[src/rtl/fetch_pkg.sv]
// Shared fetch-stage constants and the entry type carried through the prefetch FIFO.
package fetch_pkg;
    localparam int WIDTH = 32;
    localparam logic [WIDTH-1:0] NOP_INSTR = 32'h0000_0013;
    localparam logic [WIDTH-1:0] RESET_PC  = 32'h0000_0000;

    typedef struct packed {
        logic [WIDTH-1:0] pc;
        logic [WIDTH-1:0] instr;
    } fetch_entry_t;

    function automatic logic [WIDTH-1:0] pc_plus4(input logic [WIDTH-1:0] pc);
        return pc + 32'd4;
    endfunction
endpackage

[src/rtl/sync_fifo.sv]
// Power-of-two FIFO of fetch entries with synchronous clear and occupancy count.
module sync_fifo
    import fetch_pkg::*;
#(
    parameter int DEPTH = 4
) (
    input  logic                   clk,
    input  logic                   rst,
    input  logic                   clear,
    input  logic                   push,
    input  logic                   pop,
    input  fetch_entry_t           wdata,
    output fetch_entry_t           rdata,
    output logic [$clog2(DEPTH):0] count,
    output logic                   empty
);
    localparam int PTR_W = $clog2(DEPTH);
    localparam int CNT_W = PTR_W + 1;
    localparam logic [CNT_W-1:0] FULL_C    = CNT_W'(DEPTH);
    localparam logic [CNT_W-1:0] ZERO_C    = {CNT_W{1'b0}};
    localparam logic [CNT_W-1:0] ONE_C     = CNT_W'(1'b1);
    localparam logic [PTR_W-1:0] PTR_ONE_C = PTR_W'(1'b1);

    fetch_entry_t     mem_r [DEPTH];
    logic [PTR_W-1:0] wr_ptr_r;
    logic [PTR_W-1:0] rd_ptr_r;
    logic [CNT_W-1:0] count_r;
    logic             do_push_s;
    logic             do_pop_s;
    logic             full_s;

    // A push into a full FIFO is only legal when a pop frees the slot in the same cycle
    always_comb begin
        full_s    = (count_r == FULL_C);
        do_pop_s  = pop && (count_r != ZERO_C);
        do_push_s = push && (!full_s || do_pop_s);
    end

    // Storage, pointers and occupancy
    always_ff @(posedge clk or negedge rst) begin
        if (!rst) begin
            for (int i = 0; i < DEPTH; i++) begin
                mem_r[i] <= {$bits(fetch_entry_t){1'b0}};
            end
            wr_ptr_r <= {PTR_W{1'b0}};
            rd_ptr_r <= {PTR_W{1'b0}};
            count_r  <= ZERO_C;
        end else if (clear) begin
            wr_ptr_r <= {PTR_W{1'b0}};
            rd_ptr_r <= {PTR_W{1'b0}};
            count_r  <= ZERO_C;
        end else begin
            if (do_push_s) begin
                mem_r[wr_ptr_r] <= wdata;
                wr_ptr_r        <= wr_ptr_r + PTR_ONE_C;
            end
            if (do_pop_s) begin
                rd_ptr_r <= rd_ptr_r + PTR_ONE_C;
            end
            case ({do_push_s, do_pop_s})
                2'b10:   count_r <= count_r + ONE_C;
                2'b01:   count_r <= count_r - ONE_C;
                default: count_r <= count_r;
            endcase
        end
    end

    assign rdata = mem_r[rd_ptr_r];
    assign count = count_r;
    assign empty = (count_r == ZERO_C);
endmodule

[src/rtl/fetch_queue.sv]
// Instruction fetch with prefetch FIFO: issues sequential requests, tags in-order
// responses with their PC, and squashes responses belonging to a redirected stream.
module fetch_queue #(
    parameter int                WIDTH    = fetch_pkg::WIDTH,
    parameter int                DEPTH    = 4,
    parameter logic [WIDTH-1:0]  RESET_PC = fetch_pkg::RESET_PC
) (
    input  logic             clk,
    input  logic             rst,
    input  logic             PCSrcE,
    input  logic [WIDTH-1:0] PCTargetE,
    input  logic             StallD,
    output logic             imem_req_valid,
    input  logic             imem_req_ready,
    output logic [WIDTH-1:0] imem_addr,
    input  logic             imem_rsp_valid,
    input  logic [WIDTH-1:0] imem_rsp_data,
    output logic             ValidD,
    output logic [WIDTH-1:0] InstrD,
    output logic [WIDTH-1:0] PCD,
    output logic [WIDTH-1:0] PCPlus4D
);
    import fetch_pkg::*;

    localparam int CNT_W = $clog2(DEPTH) + 1;
    localparam logic [CNT_W-1:0] ZERO_C  = {CNT_W{1'b0}};
    localparam logic [CNT_W-1:0] ONE_C   = CNT_W'(1'b1);
    localparam logic [CNT_W:0]   DEPTH_C = (CNT_W + 1)'(DEPTH);

    logic [WIDTH-1:0] pc_f_r;
    logic [WIDTH-1:0] rsp_pc_r;
    logic [CNT_W-1:0] inflight_r;
    logic [CNT_W-1:0] drop_cnt_r;
    logic [CNT_W-1:0] fifo_count_s;
    logic [CNT_W:0]   occupancy_s;
    logic             req_valid_s;
    logic             accept_s;
    logic             squash_s;
    logic             push_s;
    logic             pop_s;
    logic             fifo_empty_s;
    fetch_entry_t     push_entry_s;
    fetch_entry_t     head_entry_s;
    logic             valid_d_r;
    logic [WIDTH-1:0] instr_d_r;
    logic [WIDTH-1:0] pc_d_r;
    logic [WIDTH-1:0] pc_plus4_d_r;

    // Outstanding requests plus buffered entries never exceed FIFO capacity, so kept responses always fit
    always_comb begin
        occupancy_s        = {1'b0, inflight_r} + {1'b0, fifo_count_s};
        req_valid_s        = !PCSrcE && (occupancy_s < DEPTH_C);
        accept_s           = req_valid_s && imem_req_ready;
        squash_s           = PCSrcE || (drop_cnt_r != ZERO_C);
        push_s             = imem_rsp_valid && !squash_s;
        pop_s              = !PCSrcE && !StallD && !fifo_empty_s;
        push_entry_s.pc    = rsp_pc_r;
        push_entry_s.instr = imem_rsp_data;
    end

    sync_fifo #(
        .DEPTH (DEPTH)
    ) u_fifo (
        .clk   (clk),
        .rst   (rst),
        .clear (PCSrcE),
        .push  (push_s),
        .pop   (pop_s),
        .wdata (push_entry_s),
        .rdata (head_entry_s),
        .count (fifo_count_s),
        .empty (fifo_empty_s)
    );

    // Request PC, response PC tag, outstanding and squash counters
    always_ff @(posedge clk or negedge rst) begin
        if (!rst) begin
            pc_f_r     <= RESET_PC;
            rsp_pc_r   <= RESET_PC;
            inflight_r <= ZERO_C;
            drop_cnt_r <= ZERO_C;
        end else begin
            case ({accept_s, imem_rsp_valid})
                2'b10:   inflight_r <= inflight_r + ONE_C;
                2'b01:   inflight_r <= inflight_r - ONE_C;
                default: inflight_r <= inflight_r;
            endcase
            if (PCSrcE) begin
                pc_f_r   <= PCTargetE;
                rsp_pc_r <= PCTargetE;
                // Everything still outstanding after this edge belongs to the old stream
                drop_cnt_r <= imem_rsp_valid ? (inflight_r - ONE_C) : inflight_r;
            end else begin
                if (accept_s) begin
                    pc_f_r <= pc_plus4(pc_f_r);
                end
                if (push_s) begin
                    rsp_pc_r <= pc_plus4(rsp_pc_r);
                end
                if (imem_rsp_valid && (drop_cnt_r != ZERO_C)) begin
                    drop_cnt_r <= drop_cnt_r - ONE_C;
                end
            end
        end
    end

    // IF/ID pipeline register; redirect wins over stall
    always_ff @(posedge clk or negedge rst) begin
        if (!rst) begin
            valid_d_r    <= 1'b0;
            instr_d_r    <= NOP_INSTR;
            pc_d_r       <= {WIDTH{1'b0}};
            pc_plus4_d_r <= {WIDTH{1'b0}};
        end else if (PCSrcE) begin
            valid_d_r <= 1'b0;
        end else if (!StallD) begin
            if (fifo_empty_s) begin
                valid_d_r <= 1'b0;
                instr_d_r <= NOP_INSTR;
            end else begin
                valid_d_r    <= 1'b1;
                instr_d_r    <= head_entry_s.instr;
                pc_d_r       <= head_entry_s.pc;
                pc_plus4_d_r <= pc_plus4(head_entry_s.pc);
            end
        end
    end

    assign imem_req_valid = req_valid_s;
    assign imem_addr      = pc_f_r;
    assign ValidD         = valid_d_r;
    assign InstrD         = instr_d_r;
    assign PCD            = pc_d_r;
    assign PCPlus4D       = pc_plus4_d_r;
endmodule

[config.mk]
export PLATFORM = sky130hd
export DESIGN_NAME = fetch_queue
export DESIGN_NICKNAME = d
export VERILOG_FILES = /design/src/rtl/fetch_pkg.sv /design/src/rtl/sync_fifo.sv /design/src/rtl/fetch_queue.sv
export SDC_FILE = /design/constraint.sdc
export NUM_CORES = 1
export LEC_CHECK = 0
export CAP_MARGIN = 20
export CORE_UTILIZATION = 35
export DETAILED_ROUTE_END_ITERATION = 12
export SYNTH_ARGS = -nofsm -noshare
export SYNTH_HDL_FRONTEND = slang
export SYNTH_SLANG_ARGS = --single-unit
[constraint.sdc]
create_clock -name clk -period 2.8 [get_ports clk]
set_input_delay 0.7 -clock clk [delete_from_list [all_inputs] [get_ports clk]]
set_output_delay 0.7 -clock clk [all_outputs]
set_load 0.01 [all_outputs]
==> flow_summary.ini <==
[status]
outcome = complete, no violations

[synthesis]
synth_cells = 1486
synth_top_area_cell = dfrtp_1
synthTopCellsByArea = dfrtp_1 (55%), mux2_2 (16%), mux4_2 (7.0%)
synth_cell_types = 58
syn_avg_cell_area_um2 = 13.0
syn_nets = 1571
syn_area_um2 = 19400
seq_area_frac_synth_pct = 55.4
yosysTopAreaCellShare_pct = 55.0
ys_ff_latch = 428
synth_warnings = 0

[power]
swShare_pct = 29.9
p_switching_mw = 6.53
seqPwrFrac_pct = 40.0
p_leak_nw = 10.6
clkPwrFrac_pct = 31.0
p_comb_share_pct = 29.0
power_density_nw_per_um2 = 904
irDropWorstVdd_uv = 602
internal-power_mw = 15.3

[sta]
setup_viol = 0
hold_viol_final = 0
fin_crit_ps = 2670
final.period_utilization_pct = 95.4
hold_ws_ps = 59.6
worst_slew_pin_slew_ps = 541
fmax_mhz = 374
grt_setup_unrepaired = no
slew_headroom_pct = 63.6
fin_worst_skew_ps = 42.1
tns_ps = 0
slew_viol_final = 0

[placement]
placed_cell_area_um2 = 22400
placed_cells = 2343
dp_hpwl_mm = 32.3
port_buffers = 199
place_congestion = 0.874

[cells_and_area]
syn_to_final_growth_pct = 25.1
drive_above_1_share_pct = 29.1
nNetsFinal = 1783
design_area_um2 = 24200
stdcell_count = 2435
utilization_pct = 44.6

[clocking]
clock_path_buffers = 3
cts_tree = done
htreeDepth = 2
root_buffer = clkbuf_16
clock_latency_ps = 590
numCtsBuffers = 48
cts.sink_count = 428
clkTransAtPathRegs_ps = 60

[floorplanning]
coreArea_um2 = 54200
die_height_um = 237
start_util_pct = 35.7
row_count = 85
die_w_um = 237
die_area_um2 = 56200
io_pins = 200

[critical_path]
start_kind = flop
rr_endpoint = PCPlus4D[27]
r2r_cells = 7
crit_path_max_fanout = 7
r2r-start = u_fifo.rd_ptr_r[0]
critPathKind = reg2out
crit_path_end_kind = output pin
rrSetupSlack_ps = 150
crit_end = imem_req_valid
crit_start = u_fifo.count[2]
worstPathRequired_ps = 2100
arrival_ps = 1970

[detailed_routing]
wl_per_cell_um = 19.9
viasPerCell = 5.17
first_iter_violations = 578
dr.pass1.iters = 4
wirelength_mm = 48.6
via_count = 12600
antenna_left = 0
drcViolationCount = 0

[job]
cap_violations = 0

[hold_path]
hold_path.class = in2async

[global_routing]
antenna_found_initial = 1
grt_pass1_wl_mm = 77.6
grt_pass1_vias = 13200
grt_max_degree = 102
grt_usage_pct = 17.6
gr-total-overflow = 0
-- cell usage in the layout (no fill, tap or decap), drive strengths merged, types with 3 or more instances in the layout --
cell	count
dfrtp	425
mux2	277
clkdlybuf4s50	196
nand2	180
o21ai	82
clkbuf	68
mux4	62
buf	60
nand3	43
xnor2	37
nor2	37
xor2	36
a22o	29
inv	27
nand4	21
nor3	19
ha	14
and3	12
a21oi	12
o311ai	11
and2	10
bufinv	8
clkinv	7
nor4	7
mux2i	5
or3	5
a31oi	5
or2	5
o211ai	4
dfstp	3
o21a	3
o22a	3
clkinvlp	3
-- cell type report --
type	instances	area, um^2
inverters	23	86.3
fillers	4918	30000
repair buffers	257	2680
clock buffers	68	1370
clock inverters	22	358
multi-input cells	940	8130
diodes	1	2.50
flip-flops and latches	428	10700
well taps	696	871
-- critical path: stages (launching register included) --
cell and delay (ps):
dfrtp_2 440, ha_1 200, nor4_2 280, and2_4 190, dlygate4sd2_1 270
-- power groups by stage --
stage	clock network [mW]	registers, mW	logic [mW]
detailed placement	0	8.89	6.32
global placement	0	8.81	6.19
global route	7.24	8.95	6.90
finish	6.79	8.75	6.33
floorplan	0	8.78	3.51
CTS	6.99	8.77	6.42
-- per-layer routing --
layer,up-vias,wire length (um),GRT usage (%)
met3,77,2080,2.96
met5,-,0,0
li1,5749,-,-
met2,252,23500,29.0
met4,0,1140,5.34
met1,6512,21800,24.0
-- repair_timing --
action	CTS	global route
setup endpoints to repair	2	4
resized for setup	2	3
buffers inserted	1	0
pin swaps	1	1
hold buffers	0	0
-- per-stage QoR --
step                      setup slack [ps]  total power, mW
after floorplan                        162             12.3
after global placement                1.78             15.0
after detailed placement             -46.9             15.2
after CTS                             55.2             22.2
after global routing                  12.1             23.1
final                                  128             21.9
-- registers in the layout, summed over array words and instances, names as in the netlist --
register         flops
u_fifo.count         3
imem_addr           32
drop_cnt_r           3
PCD                 32
u_fifo.rd_ptr_r      2
ValidD               1
u_fifo.wr_ptr_r      2
InstrD              32
u_fifo.mem_r       256
PCPlus4D            30
inflight_r           3
rsp_pc_r            32
-- kinds of logic (layout without fill, tap and decap cells) --
kind of cell / Yosys count / count (layout) / synth area share (%)
multiplexers: 344 / 344 / 23.6
other: 0 / 1 / 0
AO/OA/AOI/OAI: 159 / 159 / 5.24
adder cells (fa/ha/maj): 15 / 15 / 1.01
flip-flops: 428 / 428 / 55.4
AND/OR/NAND/NOR: 349 / 349 / 8.63
XOR/XNOR: 73 / 73 / 3.30
buffers and inverters: 118 / 370 / 2.81
-- synth_stat cells, drive strengths merged --
library cell,n
dfrtp,425
mux2,277
nand2,180
o21ai,82
mux4,62
clkbuf,52
buf,43
nand3,43
nor2,37
xnor2,37
xor2,36
a22o,29
inv,23
nand4,21
nor3,19
ha,14
a21oi,12
and3,12
o311ai,11
and2,10
nor4,7
a31oi,5
mux2i,5
or2,5
or3,5
o211ai,4
dfstp,3
o21a,3
o22a,3
a211oi,2
a21o,2
and4,2
nor4b,2
o31ai,2
or4,2
a221o,1
a311o,1
a32oi,1
a41oi,1
and3b,1
fa,1
nand2b,1
nand3b,1
nor4bb,1
-- how the worst min path moves through the flow --
stage,slack [ps],end
floorplan,400,InstrD[10]
global placement,460,PCPlus4D[8]
detailed placement,460,PCD[15]
CTS,50,u_fifo.mem_r[92]
global route,60,PCPlus4D[27]
finish,60,PCD[30]
Power figures use the tool's default switching activity.
